**src/rtl/gfx256_rdarb_if.sv**
```systemverilog
// Bus bundle for the three-way read arbiter.
// slave  : arbiter view (requester inputs and reader responses in, acks and reader request out).
// master : environment view (requesters plus wishbone reader model).
interface gfx256_rdarb_if;
  logic        req0_i, req1_i, req2_i;
  logic [31:0] addr0_i, addr1_i, addr2_i;
  logic [31:0] sel0_i, sel1_i, sel2_i;
  logic        ack0_o, ack1_o, ack2_o;
  logic [31:0] data_o;
  logic        wbm_request_o;
  logic [31:0] wbm_addr_o;
  logic [31:0] wbm_sel_o;
  logic        wbm_ack_i;
  logic [31:0] wbm_data_i;
  logic        wbm_busy_i;
  logic [1:0]  grant_o;
  logic        busy_o;
  logic        timeout_o;

  modport slave (
    input  req0_i, req1_i, req2_i, addr0_i, addr1_i, addr2_i, sel0_i, sel1_i, sel2_i,
    input  wbm_ack_i, wbm_data_i, wbm_busy_i,
    output ack0_o, ack1_o, ack2_o, data_o, wbm_request_o, wbm_addr_o, wbm_sel_o,
    output grant_o, busy_o, timeout_o
  );

  modport master (
    output req0_i, req1_i, req2_i, addr0_i, addr1_i, addr2_i, sel0_i, sel1_i, sel2_i,
    output wbm_ack_i, wbm_data_i, wbm_busy_i,
    input  ack0_o, ack1_o, ack2_o, data_o, wbm_request_o, wbm_addr_o, wbm_sel_o,
    input  grant_o, busy_o, timeout_o
  );
endinterface

```
**src/rtl/gfx256_rdarb.sv**
```systemverilog
// gfx256_rdarb: round-robin arbiter sharing one wishbone read master
// between blender target reads (0), texture fetches (1) and depth fetches (2).
// Optional macro GFX256_RDARB_TIMEOUT_EN adds a BUSY watchdog that forces
// completion with all-ones data after TIMEOUT_CYCLES cycles.
module gfx256_rdarb #(
  parameter int unsigned TIMEOUT_CYCLES = 1023
) (
  input  logic          clk_i,
  input  logic          rst_ni,
  gfx256_rdarb_if.slave bus
);

  localparam int NUM_REQ = 3;

  typedef enum logic [1:0] {IDLE, BUSY, RELEASE} state_e;

  // A zero timeout would never let BUSY make progress; reject it at elaboration.
  if (TIMEOUT_CYCLES < 1) begin : g_bad_timeout
    $error("gfx256_rdarb: TIMEOUT_CYCLES must be at least 1");
  end

  // Requester lanes gathered into packed vectors so selection can be indexed.
  logic [NUM_REQ-1:0]       req_v;
  logic [NUM_REQ-1:0][31:0] addr_v;
  logic [NUM_REQ-1:0][31:0] sel_v;

  assign req_v  = {bus.req2_i, bus.req1_i, bus.req0_i};
  assign addr_v = {bus.addr2_i, bus.addr1_i, bus.addr0_i};
  assign sel_v  = {bus.sel2_i, bus.sel1_i, bus.sel0_i};

  state_e              state_q;
  logic [1:0]          grant_q;
  logic [1:0]          last_q;
  logic [NUM_REQ-1:0]  ack_q;
  logic                wbm_req_q;
  logic [31:0]         wbm_addr_q;
  logic [31:0]         wbm_sel_q;
  logic [31:0]         data_q;

  logic [1:0]          win_d;
  logic                any_req;

  assign any_req = |req_v;

  // Round-robin pick: scan from last+1 around the ring, first active wins.
  // Scanning the distances backwards lets the nearest requester overwrite.
  always_comb begin
    win_d = last_q;
    for (int i = NUM_REQ; i >= 1; i--) begin
      int c;
      c = (int'(last_q) + i) % NUM_REQ;
      if (req_v[c]) win_d = 2'(c);
    end
  end

`ifdef GFX256_RDARB_TIMEOUT_EN
  localparam int CW = (TIMEOUT_CYCLES < 2) ? 1 : $clog2(TIMEOUT_CYCLES);
  logic [CW-1:0] cnt_q;
  logic          timeout_q;
`endif

  // Arbiter FSM: grant in IDLE, hold the reader request in BUSY, then a
  // one-cycle RELEASE so a freshly acked requester cannot be re-granted
  // before it has a chance to drop its request.
  always_ff @(posedge clk_i or negedge rst_ni) begin
    if (!rst_ni) begin
      state_q    <= IDLE;
      grant_q    <= 2'd0;
      last_q     <= 2'd2;
      ack_q      <= '0;
      wbm_req_q  <= 1'b0;
      wbm_addr_q <= '0;
      wbm_sel_q  <= 32'hFFFF_FFFF;
      data_q     <= '0;
`ifdef GFX256_RDARB_TIMEOUT_EN
      cnt_q      <= '0;
      timeout_q  <= 1'b0;
`endif
    end else begin
      ack_q <= '0;
`ifdef GFX256_RDARB_TIMEOUT_EN
      timeout_q <= 1'b0;
`endif
      unique case (state_q)
        IDLE: begin
          if (any_req && !bus.wbm_busy_i) begin
            grant_q    <= win_d;
            wbm_addr_q <= addr_v[win_d];
            wbm_sel_q  <= sel_v[win_d];
            wbm_req_q  <= 1'b1;
            state_q    <= BUSY;
`ifdef GFX256_RDARB_TIMEOUT_EN
            cnt_q      <= '0;
`endif
          end
        end
        BUSY: begin
          if (bus.wbm_ack_i) begin
            wbm_req_q      <= 1'b0;
            data_q         <= bus.wbm_data_i;
            ack_q[grant_q] <= 1'b1;
            last_q         <= grant_q;
            state_q        <= RELEASE;
          end
`ifdef GFX256_RDARB_TIMEOUT_EN
          // Counter holds the number of BUSY cycles already spent; the
          // completion edge lands at the end of cycle TIMEOUT_CYCLES.
          else if (cnt_q == CW'(TIMEOUT_CYCLES - 1)) begin
            wbm_req_q      <= 1'b0;
            data_q         <= 32'hFFFF_FFFF;
            ack_q[grant_q] <= 1'b1;
            last_q         <= grant_q;
            timeout_q      <= 1'b1;
            state_q        <= RELEASE;
          end else begin
            cnt_q <= cnt_q + 1'b1;
          end
`endif
        end
        RELEASE: begin
          state_q <= IDLE;
        end
        default: begin
          state_q <= IDLE;
        end
      endcase
    end
  end

  assign bus.ack0_o        = ack_q[0];
  assign bus.ack1_o        = ack_q[1];
  assign bus.ack2_o        = ack_q[2];
  assign bus.data_o        = data_q;
  assign bus.wbm_request_o = wbm_req_q;
  assign bus.wbm_addr_o    = wbm_addr_q;
  assign bus.wbm_sel_o     = wbm_sel_q;
  assign bus.grant_o       = grant_q;
  assign bus.busy_o        = (state_q != IDLE);
`ifdef GFX256_RDARB_TIMEOUT_EN
  assign bus.timeout_o     = timeout_q;
`else
  assign bus.timeout_o     = 1'b0;
`endif

endmodule

```
**src/flat_wrapper.sv**
```systemverilog
// flat-port wrapper written by rule: the top's interface ports become plain ports
module gfx256_rdarb_flat 
#(
  parameter int unsigned TIMEOUT_CYCLES = 1023
)
  (clk_i, rst_ni, bus_req0_i, bus_req1_i, bus_req2_i, bus_addr0_i, bus_addr1_i, bus_addr2_i, bus_sel0_i, bus_sel1_i, bus_sel2_i, bus_wbm_ack_i, bus_wbm_data_i, bus_wbm_busy_i, bus_ack0_o, bus_ack1_o, bus_ack2_o, bus_data_o, bus_wbm_request_o, bus_wbm_addr_o, bus_wbm_sel_o, bus_grant_o, bus_busy_o, bus_timeout_o);
  gfx256_rdarb_if bus_i ();
  input  logic clk_i;
  input  logic rst_ni;
  input wire logic [$bits(bus_i.req0_i)-1:0] bus_req0_i;
  input wire logic [$bits(bus_i.req1_i)-1:0] bus_req1_i;
  input wire logic [$bits(bus_i.req2_i)-1:0] bus_req2_i;
  input wire logic [$bits(bus_i.addr0_i)-1:0] bus_addr0_i;
  input wire logic [$bits(bus_i.addr1_i)-1:0] bus_addr1_i;
  input wire logic [$bits(bus_i.addr2_i)-1:0] bus_addr2_i;
  input wire logic [$bits(bus_i.sel0_i)-1:0] bus_sel0_i;
  input wire logic [$bits(bus_i.sel1_i)-1:0] bus_sel1_i;
  input wire logic [$bits(bus_i.sel2_i)-1:0] bus_sel2_i;
  input wire logic [$bits(bus_i.wbm_ack_i)-1:0] bus_wbm_ack_i;
  input wire logic [$bits(bus_i.wbm_data_i)-1:0] bus_wbm_data_i;
  input wire logic [$bits(bus_i.wbm_busy_i)-1:0] bus_wbm_busy_i;
  output wire logic [$bits(bus_i.ack0_o)-1:0] bus_ack0_o;
  output wire logic [$bits(bus_i.ack1_o)-1:0] bus_ack1_o;
  output wire logic [$bits(bus_i.ack2_o)-1:0] bus_ack2_o;
  output wire logic [$bits(bus_i.data_o)-1:0] bus_data_o;
  output wire logic [$bits(bus_i.wbm_request_o)-1:0] bus_wbm_request_o;
  output wire logic [$bits(bus_i.wbm_addr_o)-1:0] bus_wbm_addr_o;
  output wire logic [$bits(bus_i.wbm_sel_o)-1:0] bus_wbm_sel_o;
  output wire logic [$bits(bus_i.grant_o)-1:0] bus_grant_o;
  output wire logic [$bits(bus_i.busy_o)-1:0] bus_busy_o;
  output wire logic [$bits(bus_i.timeout_o)-1:0] bus_timeout_o;
  assign bus_i.req0_i = bus_req0_i;
  assign bus_i.req1_i = bus_req1_i;
  assign bus_i.req2_i = bus_req2_i;
  assign bus_i.addr0_i = bus_addr0_i;
  assign bus_i.addr1_i = bus_addr1_i;
  assign bus_i.addr2_i = bus_addr2_i;
  assign bus_i.sel0_i = bus_sel0_i;
  assign bus_i.sel1_i = bus_sel1_i;
  assign bus_i.sel2_i = bus_sel2_i;
  assign bus_i.wbm_ack_i = bus_wbm_ack_i;
  assign bus_i.wbm_data_i = bus_wbm_data_i;
  assign bus_i.wbm_busy_i = bus_wbm_busy_i;
  assign bus_ack0_o = bus_i.ack0_o;
  assign bus_ack1_o = bus_i.ack1_o;
  assign bus_ack2_o = bus_i.ack2_o;
  assign bus_data_o = bus_i.data_o;
  assign bus_wbm_request_o = bus_i.wbm_request_o;
  assign bus_wbm_addr_o = bus_i.wbm_addr_o;
  assign bus_wbm_sel_o = bus_i.wbm_sel_o;
  assign bus_grant_o = bus_i.grant_o;
  assign bus_busy_o = bus_i.busy_o;
  assign bus_timeout_o = bus_i.timeout_o;
  gfx256_rdarb #(.TIMEOUT_CYCLES(TIMEOUT_CYCLES)) u_core (.clk_i(clk_i), .rst_ni(rst_ni), .bus(bus_i));
endmodule
```
**config.mk**
```make
export PLATFORM = sky130hd
export DESIGN_NAME = gfx256_rdarb_flat
export DESIGN_NICKNAME = d
export VERILOG_FILES = /design/src/rtl/gfx256_rdarb_if.sv /design/src/rtl/gfx256_rdarb.sv /design/src/flat_wrapper.sv
export SDC_FILE = /design/constraint.sdc
export NUM_CORES = 1
export LEC_CHECK = 0
export ABC_AREA = 1
export BUFFER_PORTS_ARGS = -buffer_cell sky130_fd_sc_hd__buf_2
export CELL_PAD_IN_SITES_DETAIL_PLACEMENT = 1
export CELL_PAD_IN_SITES_GLOBAL_PLACEMENT = 1
export CORE_MARGIN = 2
export CORE_UTILIZATION = 32
export DETAILED_ROUTE_END_ITERATION = 10
export GPL_TIMING_DRIVEN = 0
export PLACE_DENSITY_LB_ADDON = 0.1
export SLEW_MARGIN = 15
export SYNTH_ARGS = -nofsm -noshare
export SYNTH_HDL_FRONTEND = slang
export SYNTH_SLANG_ARGS = --single-unit
```
**constraint.sdc**
```tcl
create_clock -name clk_i -period 4.8 [get_ports clk_i]
set_clock_uncertainty 0.1 [all_clocks]
set_input_delay 0.24 -clock clk_i [delete_from_list [all_inputs] [get_ports clk_i]]
set_output_delay 0.24 -clock clk_i [all_outputs]
set_load 0.005 [all_outputs]
```
==> results of run 1 <==
how the worst max path moves through the flow:
stage / from / cells after the start / endpoint
final: u_core.last_q[1] / 11 / u_core.bus.wbm_sel_o[19]
after global routing: u_core.last_q[1] / 11 / u_core.bus.wbm_sel_o[19]
after CTS: u_core.last_q[1] / 11 / u_core.bus.wbm_sel_o[19]
after detailed placement: u_core.last_q[1] / 11 / u_core.bus.wbm_sel_o[19]
after global placement: rst_ni / 1 / u_core.bus.data_o[17]
after floorplan: u_core.last_q[1] / 14 / u_core.bus.wbm_addr_o[0]
where the power goes:
| group | internal, uW | leakage [uW] | switching (uW) |
|---|---|---|---|
| sequential | 1400 | 0.00126 | 225 |
| clock | 365 | 0.000138 | 378 |
| combinational | 1500 | 0.00413 | 2700 |
worst register-to-register path, stage by stage, from the launching register on:
cell and delay, ns:
dfstp_2 0.57, inv_1 0.08, ha_1 0.22, inv_1 0.10, nand3_1 0.38, nand2_4 0.28
buf_1 0.44, nand2_1 0.14, nand3_1 0.10, nand2_1 0.07, nand2_1 0.06, nand2_1 0.06
area by class of cell:
cell class / instances / area (um^2)
repair buffers: 368 / 2040
diodes: 8 / 20.0
clock inverters: 6 / 56.3
well taps: 265 / 332
inverters: 145 / 544
fillers: 2705 / 10400
multi-input cells: 657 / 2740
clock buffers: 10 / 229
flip-flops and latches: 106 / 2690
plain buffers: 52 / 240
metal layers:
layer	global-route usage, %	vias to the layer above	wire, um
li1	-	3628	-
met1	28.8	3399	10200
met2	41.3	217	12100
met3	4.80	53	1450
met4	11.0	4	912
met5	0	-	27
Yosys cell counts (4+ instances only):
library cell  number  area (um^2)
nor2_1            11         41.3
clkbuf_1          26         97.6
nand3_1          128          641
inv_1            141          529
buf_4             11         82.6
buf_1             12         45.0
ha_1               4         50.1
a22oi_1            4         30.0
o211ai_1           4         30.0
dfstp_2           33          867
dfrtp_1           73         1830
nand2_1          488         1830
cell usage in the layout, fill, tap and decap left out, types with 3 or more instances in the layout:
master / count
clkbuf_1: 27
o211ai_1: 4
dfstp_2: 33
inv_2: 3
inv_1: 141
buf_4: 11
diode_2: 8
nor2_1: 11
a22oi_1: 4
nand3_1: 128
a21oi_1: 3
clkbuf_16: 9
buf_2: 335
dfrtp_1: 73
o21ai_0: 3
nand2_1: 488
dlygate4sd3_1: 34
buf_1: 12
ha_1: 4
stage by stage:
stage | hold slack [ns] | util, % | worst slack (ns)
after floorplan | -0.156 | - | 2.73
after global placement | 0.334 | 42.7 | 2.00
after detailed placement | 0.0688 | 42.8 | 2.11
after CTS | 0.0348 | 46.1 | 2.07
after global routing | 0.0588 | 46.1 | 1.89
final | 0.0407 | 46.2 | 2.15
logic make-up after synthesis:
kind of cell,Yosys count,share of synthesized area [%]
other,1,0.0603
DFF,106,43.3
buffers and inverters,197,12.6
adders and majority gates,4,0.804
and+or+nand+nor,636,41.6
AOI/OAI and AO/OA,16,1.67
state kept, by name, indices dropped and copies added, names as in the netlist:
register and count:
u_core.bus.data_o 32, u_core.last_q 2, u_core.state_q 2, u_core.bus.wbm_request_o 1, u_core.bus.grant_o 2, u_core.bus.wbm_addr_o 32, u_core.bus.wbm_sel_o 32, u_core.ack_q 3
timing repair:
item,in CTS,in global routing
setup buffers,0,0
hold endpoints to repair,69,0
hold buffers,34,0
==> run metrics, run 1 <==
unrepaired setup endpoints after global routing=false; Worst Hold End=u_core.bus.wbm_sel_o[4]; area grow syn2layout=43.0%; routed vias=7301; period utilisation layout=55.2%; CTS sink cnt=106; critical path arrival=~2.8 ns; max_slew headroom=59.0%; leakage power=0.00553 uW; power density cells=737 mW/mm^2; FF+latch count, synth=around 110; delay-heaviest family, CP=simple AND/OR/NAND/NOR gates; R2R depth=11; DIE AREA=0.0206 mm^2; first-pass GRT wire length=38400 um; Final Max Tran Viols=0; count of boundary I/O pins=335; GRT Total Usage=24.0%; Post-Syn Area=0.00622 mm^2; TritonRoute pass-1 iters=4; fraction of registers with async set/reset=100%; data required time of the worst path=between 4 and 5 ns; synth unique cells=26; drt wl/cell=15.3 um; DPL Wire Length=18800 um; Post-Route WL=24700 um; clock slew at reported path FFs=0.08 ns; status=finished, final reports clean; H-tree depth=3; syn_area_per_cell=6.48 um^2; Die Span X=143 um; crit-path most repeated cell=nand2_1; DP Area=between 0.008 and 0.009 mm^2; worst path bufs/invs=3; FF-to-FF Start=u_core.last_q[1]; Total Power=between 6000 and 7000 uW; CP cell instances=inv_1 > ha_1 > inv_1 > nand3_1 > nand2_4 > buf_1 > nand2_1 > nand3_1 > nand2_1 > nand2_1 > nand2_1; Inst Count DP=about 1600; synthesized net count=1195; Initial Util=between 30% and 40%; die height=143 um; largest net degree at the start of global routing=71; Reg2Reg Capture Point=u_core.bus.wbm_sel_o[19]; crit end category=flop; setup slack, reg-to-reg=2.15 ns; setup violators final=0; Mapped Cells=960; post-route DRC violation count=0; Post-synth EDFFs=0; root buf cell=clkbuf_16; Hold Path Depth=3; row count=~50; max_cap viols=0; post-route minimum period=2.65 ns; TritonCTS clock tree=done; slowest CP cell=dfstp_2; CP Max Fanout=10; Yosys warning count=0; fin area=0.00890 mm^2; Total Neg Setup Slack=0 ns; vias in the first global route=7484; worst vdd ir=0.247 mV; Post-Layout Cell Count=around 1600; # resized after CTS=0; Hold Crit Class=input pin to flop; kind of critical path=flop to flop; gr ovfl total=0; Detail Route Antenna Nets=0; Worst-Skew Late Latency=0.36 ns; core footprint=a little under 0.02 mm^2; Hold Startpoint=bus_sel0_i[4]; final hold vios=0; antenna violations before repair=8; number of CTS-inserted buffers=9; max incr delay on CP=0.57 ns; DR vias/cell=4.52; share of layout cells above drive strength 1=around 30%; nets=1574; critical path startpoint category=flop; Clock Path Buffers=2; Main synth FF type=dfrtp_1; Seq/Total Area, Yosys=43.3%; Fmax=0.378 GHz; GPL Wtd Cong=0.802; IO buf count=333; Slew @ Worst Pin=0.613 ns; First DRT Iteration DRCs=234
No activity file was read; power rests on OpenSTA's default activity.
==> inputs of run 2 (changes only) <==
--- a/config.mk
+++ b/config.mk
@@ -10,7 +10,7 @@
 export CELL_PAD_IN_SITES_DETAIL_PLACEMENT = 1
 export CELL_PAD_IN_SITES_GLOBAL_PLACEMENT = 1
 export CORE_MARGIN = 2
-export CORE_UTILIZATION = 32
+export CORE_UTILIZATION = 30
 export DETAILED_ROUTE_END_ITERATION = 10
 export GPL_TIMING_DRIVEN = 0
 export PLACE_DENSITY_LB_ADDON = 0.1
==> constraint.sdc (replaced) <==
create_clock -name clk_i -period 2.6 [get_ports clk_i]
set_clock_uncertainty 0.1 [all_clocks]
set_input_delay 0.13 -clock clk_i [delete_from_list [all_inputs] [get_ports clk_i]]
set_output_delay 0.13 -clock clk_i [all_outputs]
set_load 0.005 [all_outputs]
==> run 2 against run 1 <==
Register-to-register slack worse by 2.0 ns; routed wire length is 5.5% higher; clock power is 86% higher; highest routed layer unchanged; critical path type unchanged; largest cell class is now buffers; critical endpoint is now u_core.bus.wbm_sel_o[10]; largest power group unchanged.
==> run metrics, run 2 (synthesis gave the netlist of run 1 again) <==
First DRT Iteration DRCs=202 (-14%); GRT Total Usage=23.8% (-0.18 points); Fmax=0.412 GHz (+9.2%); CTS sink cnt=106 (unchanged); leakage power=0.00588 uW (+6.3%); Detail Route Antenna Nets=0 (unchanged); Worst-Skew Late Latency=0.36 ns (about the same); switching share of power=48.9% (-1.4 points); drt wl/cell=15.4 um (+0.94%); post-route minimum period=2.42 ns (-0.224 ns); Flop pwr share=23.3% (-1.5 points); Hold Crit Class=input pin to flop; root buf cell=clkbuf_16; first-pass GRT wire length=41100 um (+7.1%); GPL Wtd Cong=0.795 (-0.87%); combinational share of power=66.0% (+2.1 points); Psw=6300 uW (+91%); max_slew headroom=56.7% (-2.3 points); CP Max Fanout=10 (unchanged); TritonRoute pass-1 iters=4 (unchanged); DR vias/cell=4.45 (-1.4%); share of layout cells above drive strength 1=30.2% (+0.16 points); core footprint=0.0203 mm^2 (+5.3%); kind of critical path=flop to flop; final hold vios=0 (unchanged); max_cap viols=0 (unchanged); critical path startpoint category=flop; unrepaired setup endpoints after global routing=false; period utilisation layout=93.3% (+38 points); gr ovfl total=0 (unchanged); DIE AREA=0.0219 mm^2 (+6.5%); TritonCTS clock tree=done; commonest non-fill, non-tap cell in the layout=nand2_1; Slew @ Worst Pin=0.648 ns (+0.0346 ns); DPL Wire Length=19000 um (+0.91%); Final Max Tran Viols=0 (unchanged); Worst Slack Setup Final=0.175 ns (-1.98 ns); H-tree depth=3 (unchanged); Post-Route WL=26000 um (+5.5%); nets=1643 (+4.4%); status=finished, final reports clean; commonest cells after routing, fill and taps aside=nand2_1, buf_2, inv_1; clock slew at reported path FFs=0.08 ns (about the same); die height=148 um (+3.2%); count of boundary I/O pins=335 (unchanged); setup violators final=0 (unchanged); crit end category=flop; data required time of the worst path=2.80 ns (-2.19 ns); pre-CTS WS=-0.117 ns (-2.23 ns); Clk pwr share=10.7% (-0.6 points); Die Span X=148 um (+3.2%); power density cells=1330 mW/mm^2 (+80%); row count=52 (+2.0%); post-route DRC violation count=0 (unchanged); critical path arrival=2.62 ns (-0.22 ns); largest net degree at the start of global routing=74 (+4.2%); IO buf count=333 (unchanged); Total Power=12900 uW (+96%); vias in the first global route=8049 (+7.5%); area grow syn2layout=55.8%; number of CTS-inserted buffers=9 (unchanged); Clock Path Buffers=2 (unchanged); Initial Util=30.7% (-1.6 points); worst vdd ir=0.627 mV (+150%); Internal Pwr Total=6580 uW (+100%); routed vias=7525 (+3.1%); antenna violations before repair=7 (-1)
[run 2: power groups by stage]
| stage | sequential, uW | combinational [uW] | clock, uW |
|---|---|---|---|
| 2_1_floorplan | 3070 | 4920 | 0 |
| 3_5_place_dp | 3010 | 7850 | 0 |
| 3_3_place_gp | 2980 | 7730 | 0 |
| 5_1_grt | 3090 | 9700 | 1480 |
| 4_1_cts | 2990 | 8160 | 1420 |
| 6_report | 3000 | 8500 | 1380 |
[run 2: critical path, cell delays in order (launching register included)]
cell and delay [ns]:
dfstp_2 0.56, inv_1 0.08, ha_2 0.19, inv_1 0.08
nand3_1 0.11, nand2_1 0.09, inv_1 0.04, nand2_1 0.06
nand3_2 0.11, nand2_8 0.14, nand2_4 0.11, nor2_4 0.14
buf_12 0.15, buf_6 0.14, nand2_1 0.06, nand2_1 0.07
nand2_1 0.05, nand2_1 0.08
[run 2: cell type report]
type / count / area (um^2)
fillers: 2781 / 10600
multi-input cells: 657 / 2780
repair buffers: 437 / 2740
flip-flops and latches: 106 / 2690
inverters: 145 / 544
well taps: 270 / 338
plain buffers: 52 / 298
clock buffers: 10 / 229
clock inverters: 6 / 55.1
diodes: 7 / 17.5
[run 2: path summary, 6_finish.rpt]
check,from,to,slack (ns),depth (start not counted)
max in group asynchronous,rst_ni,u_core.bus.wbm_sel_o[3],1.53,3
setup / recovery,u_core.last_q[1],u_core.bus.wbm_sel_o[10],0.18,17
min in group asynchronous,rst_ni,u_core.bus.wbm_addr_o[21],0.13,2
hold reg to reg,u_core.bus.wbm_sel_o[27],u_core.bus.wbm_sel_o[27],0.37,2
setup reg to reg,u_core.last_q[1],u_core.bus.wbm_sel_o[10],0.18,17
hold / removal,bus_addr2_i[15],u_core.bus.wbm_addr_o[15],0.005,5
[run 2: per-layer routing]
metal,wire [um],vias up,GRT usage (%)
met3,1440,41,5.56
met1,10800,3506,27.6
met2,13000,206,43.2
met4,759,2,7.57
li1,-,3770,-
met5,13,-,0
[run 2: per-stage QoR]
stage / util (%) / instances / hold slack (ns) / area, um^2 / setup TNS (ns)
2_1_floorplan: - / 960 / -0.266 / 6220 / 0
3_3_place_gp: 40.5 / 1563 / 0.224 / 8230 / -8.51
3_5_place_dp: 40.7 / 1564 / -0.0531 / 8260 / -3.37
4_1_cts: 47.0 / 1678 / 0.00154 / 9550 / 0
5_1_grt: 47.7 / 1689 / 0.0214 / 9690 / 0
6_report: 47.8 / 1690 / 0.00548 / 9690 / 0
[run 2: what timing repair did]
item / 4_1_cts / 5_1_grt
setup buffers: 2 / 5
pin swaps: 1 / 2
gates cloned: 0 / 0
resized for setup: 8 / 28
hold buffers: 96 / 0
setup endpoints to repair: 56 / 62
endpoints found under the hold margin: 191 / 0
